--- src/rtl/scan_pkg.sv ---
// -----------------------------------------------------------------------------
// scan_pkg
// Shared definitions for the multiplexed seven-segment scan controller:
//   - scan_state_t : controller FSM states (OFF, SCAN, DRAIN)
//   - NUM_DIGITS   : number of multiplexed digits
//   - DIGIT_W      : bits per digit nibble
//   - IDX_W        : width of the active-digit index
// Optional feature macro: SCAN_BLANK_EN (adds top_digit helper for
// leading-zero blanking).
// -----------------------------------------------------------------------------
package scan_pkg;

    localparam int NUM_DIGITS = 8;
    localparam int DIGIT_W    = 4;
    localparam int IDX_W      = 3;
    localparam int VALUE_W    = NUM_DIGITS * DIGIT_W;

    typedef enum logic [1:0] {
        OFF   = 2'd0,
        SCAN  = 2'd1,
        DRAIN = 2'd2
    } scan_state_t;

`ifdef SCAN_BLANK_EN
    // Index of the most significant nonzero nibble; 0 when the value is zero
    // so that digit 0 is always shown.
    function automatic logic [IDX_W-1:0] top_digit(input logic [VALUE_W-1:0] value);
        logic [IDX_W-1:0] top_v;
        top_v = 3'd0;
        for (int i = 1; i < NUM_DIGITS; i++) begin
            if (value[i*DIGIT_W +: DIGIT_W] != 4'd0) begin
                top_v = i[IDX_W-1:0];
            end else begin
                top_v = top_v;
            end
        end
        return top_v;
    endfunction
`endif

endpackage

--- src/rtl/scan_prescaler.sv ---
// -----------------------------------------------------------------------------
// scan_prescaler
// Free-running 0..DIV-1 counter producing the digit-slot tick.
// Ports:
//   clock  in   system clock
//   reset  in   asynchronous active-high reset
//   clear  in   synchronous clear; holds the count at 0 and masks tick
//   tick   out  high during the last cycle of each slot (count == DIV-1)
// -----------------------------------------------------------------------------
module scan_prescaler #(
    parameter int DIV = 100000
) (
    input  logic clock,
    input  logic reset,
    input  logic clear,
    output logic tick
);

    localparam int CNT_W = (DIV > 2) ? $clog2(DIV) : 1;
    localparam logic [CNT_W-1:0] LAST = CNT_W'(DIV - 1);

    logic [CNT_W-1:0] count_r;
    logic             last_s;

    assign last_s = (count_r == LAST);
    assign tick   = last_s & ~clear;

    // Slot counter: wraps at DIV-1, parked at zero while cleared.
    always_ff @(posedge clock or posedge reset) begin
        if (reset) begin
            count_r <= {CNT_W{1'b0}};
        end else if (clear || last_s) begin
            count_r <= {CNT_W{1'b0}};
        end else begin
            count_r <= count_r + CNT_W'(1);
        end
    end

endmodule

--- src/rtl/display_scan_ctrl.sv ---
// -----------------------------------------------------------------------------
// display_scan_ctrl
// Eight-digit multiplexed display scanner with a frame-synchronous update path.
// Ports:
//   clock        in   system clock, rising edge
//   reset        in   asynchronous active-high reset
//   en           in   display enable request
//   upd_valid    in   new display value offered
//   upd_data     in   eight nibbles, nibble i = digit i
//   upd_ready    out  update accepted this cycle when upd_valid is high
//   digit_val    out  nibble of the active digit (registered)
//   anodes       out  active-low digit enables, at most one low (registered)
//   frame_start  out  one-cycle pulse when digit 0 becomes active (registered)
// Optional feature macro: SCAN_BLANK_EN (leading-zero digit blanking).
// -----------------------------------------------------------------------------
module display_scan_ctrl
    import scan_pkg::*;
#(
    parameter int DIV = 100000
) (
    input  logic        clock,
    input  logic        reset,
    input  logic        en,
    input  logic        upd_valid,
    input  logic [31:0] upd_data,
    output logic        upd_ready,
    output logic [3:0]  digit_val,
    output logic [7:0]  anodes,
    output logic        frame_start
);

    scan_state_t        state_r, state_s;
    logic [IDX_W-1:0]   idx_r, idx_s;
    logic [VALUE_W-1:0] shown_r, shown_s;
    logic [VALUE_W-1:0] pend_r, pend_s;
    logic               pend_v_r, pend_v_s;
    logic [7:0]         anodes_r, anodes_s;
    logic [3:0]         digit_val_r, digit_val_s;
    logic               frame_start_r, frame_start_s;
    logic               tick_s, wrap_s, frame_end_s, accept_s, clear_s;

    // Prescaler is held at zero whenever the display is off.
    assign clear_s = (state_r == OFF);

    scan_prescaler #(.DIV(DIV)) u_prescaler (
        .clock (clock),
        .reset (reset),
        .clear (clear_s),
        .tick  (tick_s)
    );

    // Frame end: last slot of digit 7, or any cycle while off.
    assign wrap_s      = tick_s & (idx_r == 3'd7);
    assign frame_end_s = wrap_s | (state_r == OFF);
    assign upd_ready   = ~pend_v_r | frame_end_s;
    assign accept_s    = upd_valid & upd_ready;

    // Next state and frame_start pulse generation.
    always_comb begin
        state_s       = state_r;
        frame_start_s = 1'b0;
        case (state_r)
            OFF: begin
                if (en) begin
                    state_s       = SCAN;
                    frame_start_s = 1'b1;
                end else begin
                    state_s = OFF;
                end
            end
            SCAN: begin
                if (!en) begin
                    // A frame ending in the same cycle leaves nothing to drain.
                    state_s = wrap_s ? OFF : DRAIN;
                end else begin
                    state_s       = SCAN;
                    frame_start_s = wrap_s;
                end
            end
            DRAIN: begin
                if (en) begin
                    state_s       = SCAN;
                    frame_start_s = wrap_s;
                end else if (wrap_s) begin
                    state_s = OFF;
                end else begin
                    state_s = DRAIN;
                end
            end
            default: begin
                state_s = OFF;
            end
        endcase
    end

    // Digit index and update-path next values.
    always_comb begin
        idx_s    = idx_r;
        shown_s  = shown_r;
        pend_s   = pend_r;
        pend_v_s = pend_v_r;
        if (state_s == OFF) begin
            idx_s = 3'd0;
        end else if (tick_s) begin
            idx_s = idx_r + 3'd1;
        end else begin
            idx_s = idx_r;
        end
        // Pending moves to shown only at a frame boundary; a simultaneous
        // accept refills pending so pend_v stays set.
        if (frame_end_s && pend_v_r) begin
            shown_s = pend_r;
        end else begin
            shown_s = shown_r;
        end
        if (accept_s) begin
            pend_s   = upd_data;
            pend_v_s = 1'b1;
        end else if (frame_end_s) begin
            pend_v_s = 1'b0;
        end else begin
            pend_v_s = pend_v_r;
        end
    end

    // Output decode from next-cycle index/value so outputs move with the index.
    always_comb begin
        digit_val_s = shown_s[{idx_s, 2'b00} +: DIGIT_W];
        anodes_s    = 8'hFF;
        if (state_s == OFF) begin
            anodes_s = 8'hFF;
        end else begin
            anodes_s = ~(8'h01 << idx_s);
`ifdef SCAN_BLANK_EN
            if (idx_s > top_digit(shown_s)) begin
                anodes_s = 8'hFF;
            end else begin
                anodes_s = anodes_s;
            end
`endif
        end
    end

    // State, index, update-path and output registers.
    always_ff @(posedge clock or posedge reset) begin
        if (reset) begin
            state_r       <= OFF;
            idx_r         <= 3'd0;
            shown_r       <= 32'h0000_0000;
            pend_r        <= 32'h0000_0000;
            pend_v_r      <= 1'b0;
            anodes_r      <= 8'hFF;
            digit_val_r   <= 4'h0;
            frame_start_r <= 1'b0;
        end else begin
            state_r       <= state_s;
            idx_r         <= idx_s;
            shown_r       <= shown_s;
            pend_r        <= pend_s;
            pend_v_r      <= pend_v_s;
            anodes_r      <= anodes_s;
            digit_val_r   <= digit_val_s;
            frame_start_r <= frame_start_s;
        end
    end

    assign anodes      = anodes_r;
    assign digit_val   = digit_val_r;
    assign frame_start = frame_start_r;

endmodule
--- config.mk ---
export PLATFORM = sky130hd
export DESIGN_NAME = display_scan_ctrl
export DESIGN_NICKNAME = d
export VERILOG_FILES = /design/src/rtl/scan_pkg.sv /design/src/rtl/scan_prescaler.sv /design/src/rtl/display_scan_ctrl.sv
export SDC_FILE = /design/constraint.sdc
export NUM_CORES = 1
export LEC_CHECK = 0
export ABC_AREA = 0
export BUFFER_PORTS_ARGS = -buffer_cell sky130_fd_sc_hd__buf_2
export CORE_MARGIN = 2
export CORE_UTILIZATION = 30
export DETAILED_ROUTE_END_ITERATION = 12
export HOLD_SLACK_MARGIN = 0.05
export PLACE_DENSITY = 0.48
export SYNTH_ARGS = -nofsm -noshare
export SYNTH_HDL_FRONTEND = slang
export SYNTH_HIERARCHICAL = 1
export SYNTH_SLANG_ARGS = --single-unit
--- constraint.sdc ---
create_clock -name clock -period 5.4 [get_ports clock]
set_input_delay 0.27 -clock clock [delete_from_list [all_inputs] [get_ports clock]]
set_output_delay 0.27 -clock clock [all_outputs]
set_load 0.05 [all_outputs]
# [Yosys cells after proc, flatten, opt, wreduce, memory -nomap -nowiden]
# Index checks and enable logic that the tools add are counted.
# Widths: inputs -> output; s select.
[totals] in_bits=36 n_memories=0 latch_bits=0 elab_cells=45 ram_bits=0 romBits=0 register_bits=100
[op_classes] n_eq_ne=4 n_mul=0 bitwise=8 n_shift=2 n_lt_le_gt_ge=0 muxes=14 add_sub_neg=2 reduce_logical=6 n_div=0
[op_table] cell="$mux 32" n=1
[op_table] cell="$shiftx 32x6->4" n=1
[op_table] cell="$add 17x1->17 const B" n=1
[op_table] cell="$eq 17x17->1 const B" n=1
[op_table] cell="$mux 17" n=1
[op_table] cell="$mux 8" n=1
[op_table] cell="$not 8->8" n=1
[op_table] cell="$shl 1x3->8 const A" n=1
[op_table] cell="$mux 3" n=2
[op_table] cell="$mux 1" n=5
[op_table] cell="$logic_not 2->1" n=2
[op_table] cell="$mux 2" n=2
[op_table] cell="$pmux 2 s2" n=1
[op_table] cell="$add 3x1->3 const B" n=1
[op_table] cell="$and 1x1->1" n=3
[op_table] cell="$eq 3x3->1 const B" n=1
[op_table] cell="$eq 2x1->1 const B" n=1
[op_table] cell="$eq 2x2->1 const B" n=1
[op_table] cell="$not 1->1" n=2
[op_table] cell="$or 1x1->1" n=2
[op_table] cell="$pmux 1 s2" n=1
[op_table] cell="$reduce_bool 2->1" n=1
[op_table] cell="$reduce_or 2->1" n=1
[op_table] cell="$logic_and 1x1->1" n=1
[op_table] cell="$logic_or 1x1->1" n=1

# [Longest topological paths before layout]
# Gate-level depths: netlist (run 1).
[logic_depth] depth_word=12 depth_mapped=13 depth_no_buf=11

# [Cells and area by module]
# Netlist (run 1), hierarchy kept.
[by_module_without_submodules] mod="display_scan_ctrl" area_per_inst_um2=3696.0 seq_area_each_um2=2087.0 instances=1 cells_per_inst=266
[by_module_without_submodules] mod="scan_prescaler" area_per_inst_um2=867.1 seq_area_each_um2=425.4 instances=1 cells_per_inst=90

# [Worst setup path before layout (run 1)]
# OpenSTA, ideal clock, no wires.
[synth_path] path_type="register -> register" from="register u_prescaler.count_r[0]" to="register pend_r[0]" t_required_ns=5.272 setup_ns=0.128 setup_slack_ns=2.619 path_stages_with_launch=12 arrival_time_ns=2.653 path_buffers=3 period_less_slack_ns=2.781 path_cell_list="dfrtp_1 > ha_1 > and4_4 > nand4_1 > nor2_1 > buf_6 > a21oi_2 > nand2_1 > and2_1 > clkbuf_1 > buf_2 > mux2_1"
[synth_via] elab_chain_cells=6
[synth_lines] element="start, declared" line="scan_prescaler.sv:22" source="logic [CNT_W-1:0] count_r;"
[synth_lines] element="start signal, assigned" line="scan_prescaler.sv:31" source="count_r <= {CNT_W{1'b0}};"
[synth_lines] element="start signal, assigned" line="scan_prescaler.sv:33" source="count_r <= {CNT_W{1'b0}};"
[synth_lines] element="start signal, assigned" line="scan_prescaler.sv:35" source="count_r <= count_r + CNT_W'(1);"
[synth_lines] element="$eq 17x17->1" line="scan_prescaler.sv:25" source="assign last_s = (count_r == LAST);"
[synth_lines] element="$and 1x1->1" line="scan_prescaler.sv:26" source="assign tick = last_s & ~clear;"
[synth_lines] element="net tick_s" line="display_scan_ctrl.sv:40" source="logic tick_s, wrap_s, frame_end_s, accept_s, clear_s;"
[synth_lines] element="$and 1x1->1" line="display_scan_ctrl.sv:53" source="assign wrap_s = tick_s & (idx_r == 3'd7);"
[synth_lines] element="$or 1x1->1" line="display_scan_ctrl.sv:54" source="assign frame_end_s = wrap_s | (state_r == OFF);"
[synth_lines] element="$or 1x1->1" line="display_scan_ctrl.sv:55" source="assign upd_ready = ~pend_v_r | frame_end_s;"
[synth_lines] element="net upd_ready" line="display_scan_ctrl.sv:26" source="output logic upd_ready,"
[synth_lines] element="$and 1x1->1" line="display_scan_ctrl.sv:56" source="assign accept_s = upd_valid & upd_ready;"
[synth_lines] element="end signal, assigned" line="display_scan_ctrl.sv:159" source="pend_r <= pend_s;"
[synth_lines] element="end, declared" line="display_scan_ctrl.sv:35" source="logic [VALUE_W-1:0] pend_r, pend_s;"
# The timed path passes the listed nets, and every way through them passes these cells.
# A chain may end at the register's enable or synchronous reset.

# [Final worst setup path (run 1)]
[layout_path] from="register u_prescaler.count_r[0]" to="register digit_val_r[1], in the netlist digit_val[1]"
[layout_via] elab_chain_cells=9
[layout_lines] element="$eq 17x17->1 *" line="scan_prescaler.sv:25"
[layout_lines] element="$and 1x1->1 *" line="scan_prescaler.sv:26"
[layout_lines] element="net tick_s" line="display_scan_ctrl.sv:40"
[layout_lines] element="$and 1x1->1" line="display_scan_ctrl.sv:53"
[layout_lines] element="$mux 2" line="display_scan_ctrl.sv:74, display_scan_ctrl.sv:84"
[layout_lines] element="$mux 2" line="display_scan_ctrl.sv:72" source="if (!en) begin"
[layout_lines] element="$pmux 2 s2" line="display_scan_ctrl.sv:62" source="case (state_r)"
[layout_lines] element="$logic_not 2->1" line="display_scan_ctrl.sv:102" source="if (state_s == OFF) begin"
[layout_lines] element="$mux 3" line="display_scan_ctrl.sv:102"
[layout_lines] element="$shiftx 32x6->4 *" line="display_scan_ctrl.sv:128" source="digit_val_s = shown_s[{idx_s, 2'b00} +: DIGIT_W];"
[layout_lines] element="net digit_val_s[1]" line="display_scan_ctrl.sv:38" source="logic [3:0] digit_val_r, digit_val_s;"
[layout_lines] element="end signal, assigned" line="display_scan_ctrl.sv:162" source="digit_val_r <= digit_val_s;"
[layout_lines] element="end, declared" line="display_scan_ctrl.sv:38"
# The timed path passes the listed nets; every way through them passes the cells marked *.

==> metrics.yaml, run 1 <==
outcome: "finished, final reports clean"
antennaDiodeCount: 0
worstPathRequired_ns: 5.61
die_h_um: 127
startpoint_type: "register"
clk_pin_slew_ns: 0.07
fp-row-count: 45
firstDrtPassIters: 4
cts_buffers: 9
coreArea_mm2: 0.0150
clock_latency_ns: 0.34
io_pins: 50
p_leak_nw: 2.24
synth-compound-area-share_pct: 5.81
r2r_slack_ns: 2.25
synthSimpleGateAreaFrac_pct: 10.6
grt_use_total_pct: 12.4
start_util_pct: 30.4
postSynthAreaPerCell_um2: 12.8
fin_util_pct: 35.3
gr-total-overflow: 0
endpoint_kind: "register"
synth_xor_area_share_pct: 3.45
finalWirelength_mm: 9.53
synth_top_family_by_area: "multiplexers"
critical_path_arrival_ns: 3.36
setup_viol_count_final: 0
syn_area_mm2: 0.00456
post_cts_resized: 0
drt_iter0_markers: 120
syn_to_final_growth_pct: 16.5
wl_per_cell_um: 15.9
hold_path_class: "in2reg"
dp_hpwl_mm: 6.73
finalNetCount: 446
cp_max_fo: 32
grt_pass1_wl_mm: 15.3
criticalPathCategory: "reg2reg"
synth_warnings: 6
setup_ws_ns: 2.25
antenna_left: 0
finalHoldViolations: 0
vias: 2893
synth-edff-count: 0
fin_setup_tns_ns: 0
min_period_ns: 3.15
antenna_found_initial: 0
portBuffers: 49
worst_pin_slew_ns: 1.06
synth_flop_cell: "dfrtp_1"
die-area_mm2: 0.0162
ir_worst_vdd_mv: 0.245
placedCellCount: 581
max-cap-violations: 0
fill_cells: 1476
p_per_area_mw_per_mm2: 539
syn-num-nets: 397
htree_levels: 3
min_to: "pend_r[25]"
pre_cts_ws_ns: 2.22
synth_fa_ha_area_share_pct: 1.37
yosysUniqueCellTypes: 49
seq_area_frac_synth_pct: 55.1
grt_pass1_vias: 2962
gp_congestion: 0.804
via_per_inst: 4.84
clkSinkCount: 100
rsz0062_at_grt: "no"
slew_viol_final: 0
hold_depth: 2
whs_ns: 0.139
fmax_mhz: 317
synthArstFlopShare_pct: 100
worstRegToRegCells: 10
worstReg2RegEnd: "digit_val[1]"
cts_tree: "done"
netlist_instances: 356
grt_max_degree: 84
clock_skew_ns: 0.00629
max-slew-margin-rel_pct: 29.4
timing.rr.start: "u_prescaler/count_r[0]"
cts_buffer_depth: 2
drc: 0
root_buffer: "clkbuf_16"
synth-seq-cells: 100
hp-start: "upd_data[25]"
synth.mux.area_fraction_pct: 21.2
die_w_um: 127
post-route-period-util_pct: 58.4
stdcell_count: 598
drive_gt1_share_pct: 29.3
report_power, final:
part           switching [W]  total, W  internal (W)
logic               0.000518  0.000960      0.000442
clock network       0.000284  0.000693      0.000409
registers           0.000169   0.00121       0.00104
worst max-delay path, stage by stage, from the launching register on:
cell      delay (ns)
dfrtp_1         0.41
ha_1            0.24
and4_4          0.27
nand4_1         0.12
nor2_1          0.11
buf_4           0.25
a21o_1          0.37
nand2_4         0.32
mux4_2          0.54
a221oi_1        0.28
a32oi_1         0.09
cells in the final DEF, fill, tap and decap left out, drive strengths merged, types with 2 or more instances in the layout:
| master | netlist | layout |
|---|---|---|
| and2 | 2 | 2 |
| nor2 | 23 | 23 |
| buf | 14 | 52 |
| nor4bb | 2 | 2 |
| bufinv | 0 | 2 |
| o21ai | 12 | 12 |
| dfstp | 8 | 8 |
| inv | 8 | 9 |
| mux2 | 59 | 59 |
| nand2b | 3 | 3 |
| or4 | 2 | 2 |
| xor2 | 8 | 8 |
| o31ai | 5 | 5 |
| a211oi | 2 | 2 |
| mux2i | 14 | 14 |
| a22oi | 6 | 6 |
| nor4 | 2 | 2 |
| mux4 | 7 | 7 |
| xnor2 | 7 | 7 |
| clkbuf | 1 | 9 |
| clkinv | 0 | 3 |
| and4 | 3 | 3 |
| o22ai | 2 | 2 |
| dfrtp | 92 | 92 |
| nand3 | 20 | 20 |
| ha | 5 | 5 |
| nand2 | 19 | 19 |
| a21oi | 8 | 8 |
| nand4 | 7 | 7 |
| nor3b | 2 | 2 |
| a2111oi | 2 | 2 |
| nand3b | 2 | 2 |
metrics by stage:
step	power, W	cell area (um^2)
finish	0.00287	5310
global placement	0.00218	4980
global route	0.00307	5310
detailed placement	0.00221	4980
floorplan	0.00197	4560
CTS	0.00292	5310
flip-flops by register name, indices dropped and copies added (netlist names):
name / cells
anodes: 8
digit_val: 4
frame_start: 1
idx_r: 3
pend_r: 32
pend_v_r: 1
shown_r: 32
state_r: 2
u_prescaler/count_r: 17
repair_timing:
item | CTS | global route
hold buffers | 1 | 0
setup buffers | 0 | 0
endpoints found under the hold margin | 17 | 0
layout make-up:
type | instances | area, um^2 | share of cell area [%]
clock inverter | 7 | 98.8 | 1.86
multi-input combinational | 233 | 1930 | 36.4
sequential | 100 | 2510 | 47.3
inverter | 8 | 31.3 | 0.589
tap | 188 | 235 | 4.43
timing repair buffer | 53 | 278 | 5.23
clock buffer | 9 | 225 | 4.24
kinds of logic (layout without fill, tap and decap cells):
| logic type | count (synthesis) | after routing |
|---|---|---|
| flops | 100 | 100 |
| fa+ha+maj | 5 | 5 |
| xor+xnor | 15 | 15 |
| mux | 80 | 80 |
| compound gates | 41 | 41 |
| buf+inv | 23 | 77 |
| simple gates | 92 | 92 |
cell usage after synthesis (all sizes together) (2+ instances only):
cell     count  share of area [%]
nand2       19                1.7
and4         3               0.69
o22ai        2               0.27
dfstp        8                4.6
dfrtp       92                 50
nand3       20                2.2
and2         2               0.27
a21oi        8               0.96
xor2         8                1.9
inv          8               0.66
nand3b       2               0.33
buf         14                1.8
mux2i       14                3.1
a22oi        6               0.99
ha           5                1.4
nand4        7               0.96
nor4bb       2               0.44
mux2        59                 15
nor4         2               0.27
or4          2               0.33
nand2b       3               0.41
a2111oi      2               0.38
o31ai        5               0.82
mux4         7                3.5
nor3b        2               0.33
o21ai       12                1.3
xnor2        7                1.5
nor2        23                1.9
a211oi       2               0.33
worst max path at each step:
| stage | start | end | slack (ns) | cells past startpoint |
|---|---|---|---|---|
| floorplan | u_prescaler/count_r[0] | pend_r[0] | 2.62 | 11 |
| global placement | u_prescaler/count_r[0] | digit_val[1] | 2.27 | 10 |
| detailed placement | u_prescaler/count_r[0] | digit_val[1] | 2.22 | 10 |
| CTS | u_prescaler/count_r[0] | digit_val[1] | 2.20 | 10 |
| global route | u_prescaler/count_r[0] | digit_val[1] | 1.96 | 10 |
| finish | u_prescaler/count_r[0] | digit_val[1] | 2.25 | 10 |
per-layer routing:
metal	global-route usage, %	wire length [um]
met1	16.4	4350
met2	19.4	4670
met3	4.40	411
met4	3.68	92
met5	0	0
Note: power is estimated with default switching activity, not from simulation.
==> run 2, diff against run 1 <==
Settings changed: PLACE_DENSITY 0.48 to 0.5.
Clock period 5.4 ns to 2.5 ns, I/O delays scaled along.
==> run 2 against run 1 <==
Effect of this change: the flow now finishes with violations (negative setup slack); final cell count up 16%; utilization up 7.7 points; cell area up 22%; sequential share of layout area down 8.5 points; first-iteration DRC count up 5.8%; critical path type unchanged; largest cell class unchanged.
==> metrics.yaml, run 2 (same netlist as run 1, synthesis figures left out) <==
top_usage_layer: "met2"
antenna_left: 0
use_met1_pct: 18.9
fmax_mhz: 382
post-route-period-util_pct: 105
clk_pin_slew_ns: 0.07
die-area_mm2: 0.0162
hold_path_class: "in2async"
cts_buffer_depth: 2
gr-total-overflow: 0
endpoint_kind: "register"
use_met2_pct: 22.3
drc: 0
root_buffer: "clkbuf_16"
violations: "negative setup slack"
worstRegToRegCells: 11
p_leak_nw: 2.85
timing.rr.start: "u_prescaler/count_r[12]"
startpoint_type: "register"
worst_pin_slew_ns: 0.681
cts_buffers: 9
io_pins: 50
slew_viol_final: 0
criticalPathCategory: "reg2reg"
setup_viol_count_final: 5
whs_ns: 0.398
htree_levels: 3
min_period_ns: 2.62
dp_hpwl_mm: 7.28
final_area_mm2: 0.00648
coreArea_mm2: 0.0150
finalHoldViolations: 0
register_area_mm2: 0.00251
r2r_slack_ns: -0.12
place_area_mm2: 0.00543
rsz0062_at_grt: "yes"
portBuffers: 49
die_h_um: 127
total_power_w: 0.00715
wl_per_cell_um: 16.0
max-cap-violations: 0
grt_use_total_pct: 14.1
biggestRegsByFlops: "pend_r x32, shown_r x32, u_prescaler/count_r x17"
mostFrequentLayoutCell: "dfrtp_1"
finalWirelength_mm: 11.0
clock_skew_ns: 0.00996
cts_tree: "done"
cp_max_fo: 15
critical_path_arrival_ns: 2.84
grt_pass1_vias: 3380
firstDrtPassIters: 5
antenna_found_initial: 0
drive_gt1_share_pct: 44.6
fill_cells: 1405
grtUsageMet3_pct: 4.27
gp_congestion: 0.799
worstReg2RegEnd: "digit_val[2]"
fin_setup_tns_ns: -0.459
setup_ws_ns: -0.117
outcome: "complete, but fails checks"
die_w_um: 127
ir_worst_vdd_mv: 0.588
start_util_pct: 30.4
finalNetCount: 540
multi_input_comb_area_mm2: 0.00217
worstPathRequired_ns: 2.72
p_per_area_mw_per_mm2: 1100
clock_latency_ns: 0.35
drt_iter0_markers: 127
vias: 3341
via_per_inst: 4.83
antennaDiodeCount: 0
max-slew-margin-rel_pct: 54.6
fp-row-count: 45
grt_pass1_wl_mm: 17.5
syn_to_final_growth_pct: 42.0
grt_max_degree: 84
clkSinkCount: 100
mostFrequentLayoutCells: "92 x dfrtp_1, 53 x buf_4, 48 x buf_2"
[run 2: cell count changes in the layout (fill, tap and decap cells not counted), sizes merged]
cell / previous run / this run
clkinv: 3 / 1
dlygate4sd3: 1 / 35
clkbuf: 9 / 13
clkinvlp: 1 / 2
buf: 52 / 109
[run 2: how the worst max path moves through the flow]
stage / start / slack [ns] / depth (start not counted) / endpoint
2_1_floorplan: u_prescaler/count_r[0] / 0.02 / 11 / digit_val[1]
4_1_cts: u_prescaler/count_r[12] / -0.12 / 10 / digit_val[2]
3_3_place_gp: u_prescaler/count_r[11] / -0.20 / 11 / digit_val[2]
3_5_place_dp: u_prescaler/count_r[11] / -0.22 / 11 / digit_val[2]
5_1_grt: u_prescaler/count_r[12] / -0.23 / 10 / digit_val[2]
6_report: u_prescaler/count_r[12] / -0.12 / 11 / digit_val[2]
[run 2: timing repair]
item	CTS	global route
hold endpoints to repair	126	0
hold buffers	35	0
setup buffers	3	3
gates cloned	1	3
setup endpoints to repair	38	45
gates resized for setup	11	45
pin swaps	1	3
[run 2: critical path, stage by stage (launching register included)]
cell and delay [ns]:
dfrtp_1 0.40, nor4bb_2 0.31, buf_4 0.15, nand4_1 0.15, nor2_4 0.17, buf_12 0.15
xor2_4 0.16, buf_12 0.18, mux2i_1 0.25, o22ai_1 0.12, o31ai_2 0.30, a22oi_2 0.11
[run 2: area by class of cell]
cell class	instances	area share, %
clock buffers	10	3.53
clock inverters	6	1.47
inverters	8	0.483
multi-input cells	233	33.5
flip-flops and latches	100	38.8
well taps	188	3.63
repair buffers	147	18.6
[run 2: power breakdown]
group | internal (W) | switching [W] | total, W
Clock | 0.000888 | 0.000647 | 0.00154
Sequential | 0.00226 | 0.000361 | 0.00262
Combinational | 0.00162 | 0.00138 | 0.00299
Total | 0.00476 | 0.00239 | 0.00715
[run 2: stage by stage]
stage	setup WS, ns	instances	util [%]
2_1_floorplan	0.0163	356	-
3_3_place_gp	-0.205	631	36.1
3_5_place_dp	-0.221	631	36.1
4_1_cts	-0.119	686	41.2
5_1_grt	-0.233	692	43.1
6_report	-0.117	692	43.1
[run 2: per-layer routing]
metal | vias to the layer above | wire [um]
li1 | 1595 | -
met1 | 1675 | 5260
met2 | 61 | 5290
met3 | 10 | 378
met4 | 0 | 123
met5 | - | 0
==> run 3, diff against run 2 <==
Settings changed: CORE_UTILIZATION 30 to 25, PLACE_DENSITY 0.5 to 0.44.
Clock period 2.5 ns to 2.2 ns, I/O delays scaled along.
==> run 3 against run 2 <==
Effect of this change: the flow still finishes with violations (negative setup slack); via count up 0.63%; power rose by 16%; count of clock-buffer cells in the layout is 1 higher; cell area grew 4.4%; combinational power rose by 27%; non-clock buffer count rose by 24; sequential share of layout area down 1.6 points; register-to-register slack worse by 0.27 ns; first-iteration DRC count up 19%; worst setup slack worse by 0.27 ns; global-route usage down 2.1 points; sequential power grew 15%.
==> metrics.yaml, run 3 (same netlist as run 1, synthesis figures left out) <==
startpoint_type: "register"
rsz0062_at_grt: "yes"
clock_skew_ns: 0.00988
switching_share_pct: 33.9
drt_iter0_markers: 151
gr-total-overflow: 0
met3_length_um: 320
htree_levels: 3
setup_viol_count_final: 73
cts_tree: "done"
switchingPower_w: 0.00280
cts_buffer_depth: 2
mostFrequentLayoutCells: "92 x dfrtp_1, 62 x buf_4, 48 x buf_2"
worstPathRequired_ns: 2.42
outcome: "complete, but fails checks"
finalWirelength_mm: 11.3
total_power_w: 0.00827
mostFrequentLayoutCell: "dfrtp_1"
die-area_mm2: 0.0193
max-slew-margin-rel_pct: 56.0
drive_gt1_share_pct: 49.6
antennaDiodeCount: 0
p_seq_share_pct: 36.3
clkSinkCount: 100
antenna_left: 0
pre_cts_ws_ns: -0.591
post-route-period-util_pct: 118
io_pins: 50
grt_use_total_pct: 12.0
coreArea_mm2: 0.0180
wirelength_met1_mm: 5.43
hold_path_class: "in2async"
die_h_um: 139
placedCellCount: 686
start_util_pct: 25.4
via_per_inst: 4.44
clock_latency_ns: 0.35
pwr-share-clk_pct: 17.8
cp_max_fo: 6
critical_path_arrival_ns: 2.81
firstDrtPassIters: 4
place_area_mm2: 0.00571
p_per_area_mw_per_mm2: 1220
fmax_mhz: 386
drc: 0
slew_viol_final: 0
dp_hpwl_mm: 8.03
min_period_ns: 2.59
worst_pin_slew_ns: 0.659
biggestRegsByFlops: "pend_r x32, shown_r x32, u_prescaler/count_r x17"
gp_congestion: 0.795
final_area_mm2: 0.00676
grt_pass1_vias: 3504
violations: "negative setup slack"
criticalPathCategory: "reg2reg"
wl_per_cell_um: 14.9
grt_pass1_wl_mm: 18.3
root_buffer: "clkbuf_16"
p_comb_share_pct: 45.9
portBuffers: 49
clk_pin_slew_ns: 0.07
wl_met2_mm: 5.38
whs_ns: 0.361
setup_ws_ns: -0.390
cts_buffers: 9
intPower_w: 0.00547
stdcell_count: 757
p_leak_nw: 2.98
fp-row-count: 49
endpoint_kind: "register"
finalHoldViolations: 0
vias: 3362
fill_cells: 1796
grt_max_degree: 48
ir_worst_vdd_mv: 0.704
syn_to_final_growth_pct: 48.2
top_layer: "met4"
die_w_um: 139
finalNetCount: 564
antenna_found_initial: 0
max-cap-violations: 0
## run 3: cell types whose count changed in the layout (fill, tap and decap cells not counted), moves of 4 or more
cell / delta
buf_4: +9
o21ai_1: +4
nand3_1: -8
buf_6: +14
o21ai_0: -4
nand3_2: +8
## run 3: timing repair
item                                    CTS  global route
resized for setup                        32            31
hold buffers                             35             0
pin swaps                                10            15
setup buffers                            11             8
cloned                                    1             1
endpoints found under the setup margin   77            77
endpoints found under the hold margin    65             0
## run 3: power by group through the flow
stage,Sequential [W],Combinational [W],Clock [W]
6_report,0.00300,0.00380,0.00147
2_1_floorplan,0.00305,0.00226,0
3_5_place_dp,0.00302,0.00321,0
4_1_cts,0.00300,0.00350,0.00153
3_3_place_gp,0.00301,0.00316,0
5_1_grt,0.00309,0.00409,0.00160
## run 3: final timing paths
| check | slack (ns) | startpoint | cells past startpoint | endpoint |
|---|---|---|---|---|
| max in group asynchronous | 1.18 | reset | 4 | anodes[3] |
| worst min register to register | 0.50 | shown_r[0] | 1 | shown_r[0] |
| worst min-delay path | 0.36 | reset | 3 | state_r[1] |
| min in group clock | 0.50 | shown_r[0] | 1 | shown_r[0] |
| worst max-delay path | -0.39 | u_prescaler/count_r[11] | 11 | digit_val[1] |
| worst max register to register | -0.39 | u_prescaler/count_r[11] | 11 | digit_val[1] |
## run 3: worst max-delay path, stage by stage, from the launching register on
cell      delay, ns
dfrtp_1        0.39
nor4bb_2       0.31
buf_4          0.16
nand4_1        0.10
nor2_1         0.17
buf_6          0.16
buf_4          0.11
a21o_4         0.18
nand2_8        0.08
mux4_2         0.45
a221oi_2       0.24
a32oi_1        0.08
## run 3: layer usage
metal / up-vias / global-route usage, %
met2: 50 / 19.0
li1: 1631 / -
met4: 0 / 3.67
met1: 1671 / 16.5
met3: 10 / 2.80
met5: - / 0
## run 3: through the flow
step           utilization, %  setup TNS, ns
4_1_cts                  36.6         -17.21
6_report                 37.6         -19.12
5_1_grt                  37.6         -30.08
3_5_place_dp             31.8         -25.70
3_3_place_gp             31.8         -24.45
2_1_floorplan               -          -7.25
## run 3: final cells by class
cell class,instances,area (um^2),share of cell area [%]
Multi-Input combinational cell,233,2230,33.0
Timing Repair Buffer,171,1420,21.0
Inverter,8,36.3,0.537
Clock inverter,5,38.8,0.574
Clock buffer,11,233,3.44
Tap cell,229,287,4.24
Sequential cell,100,2510,37.2
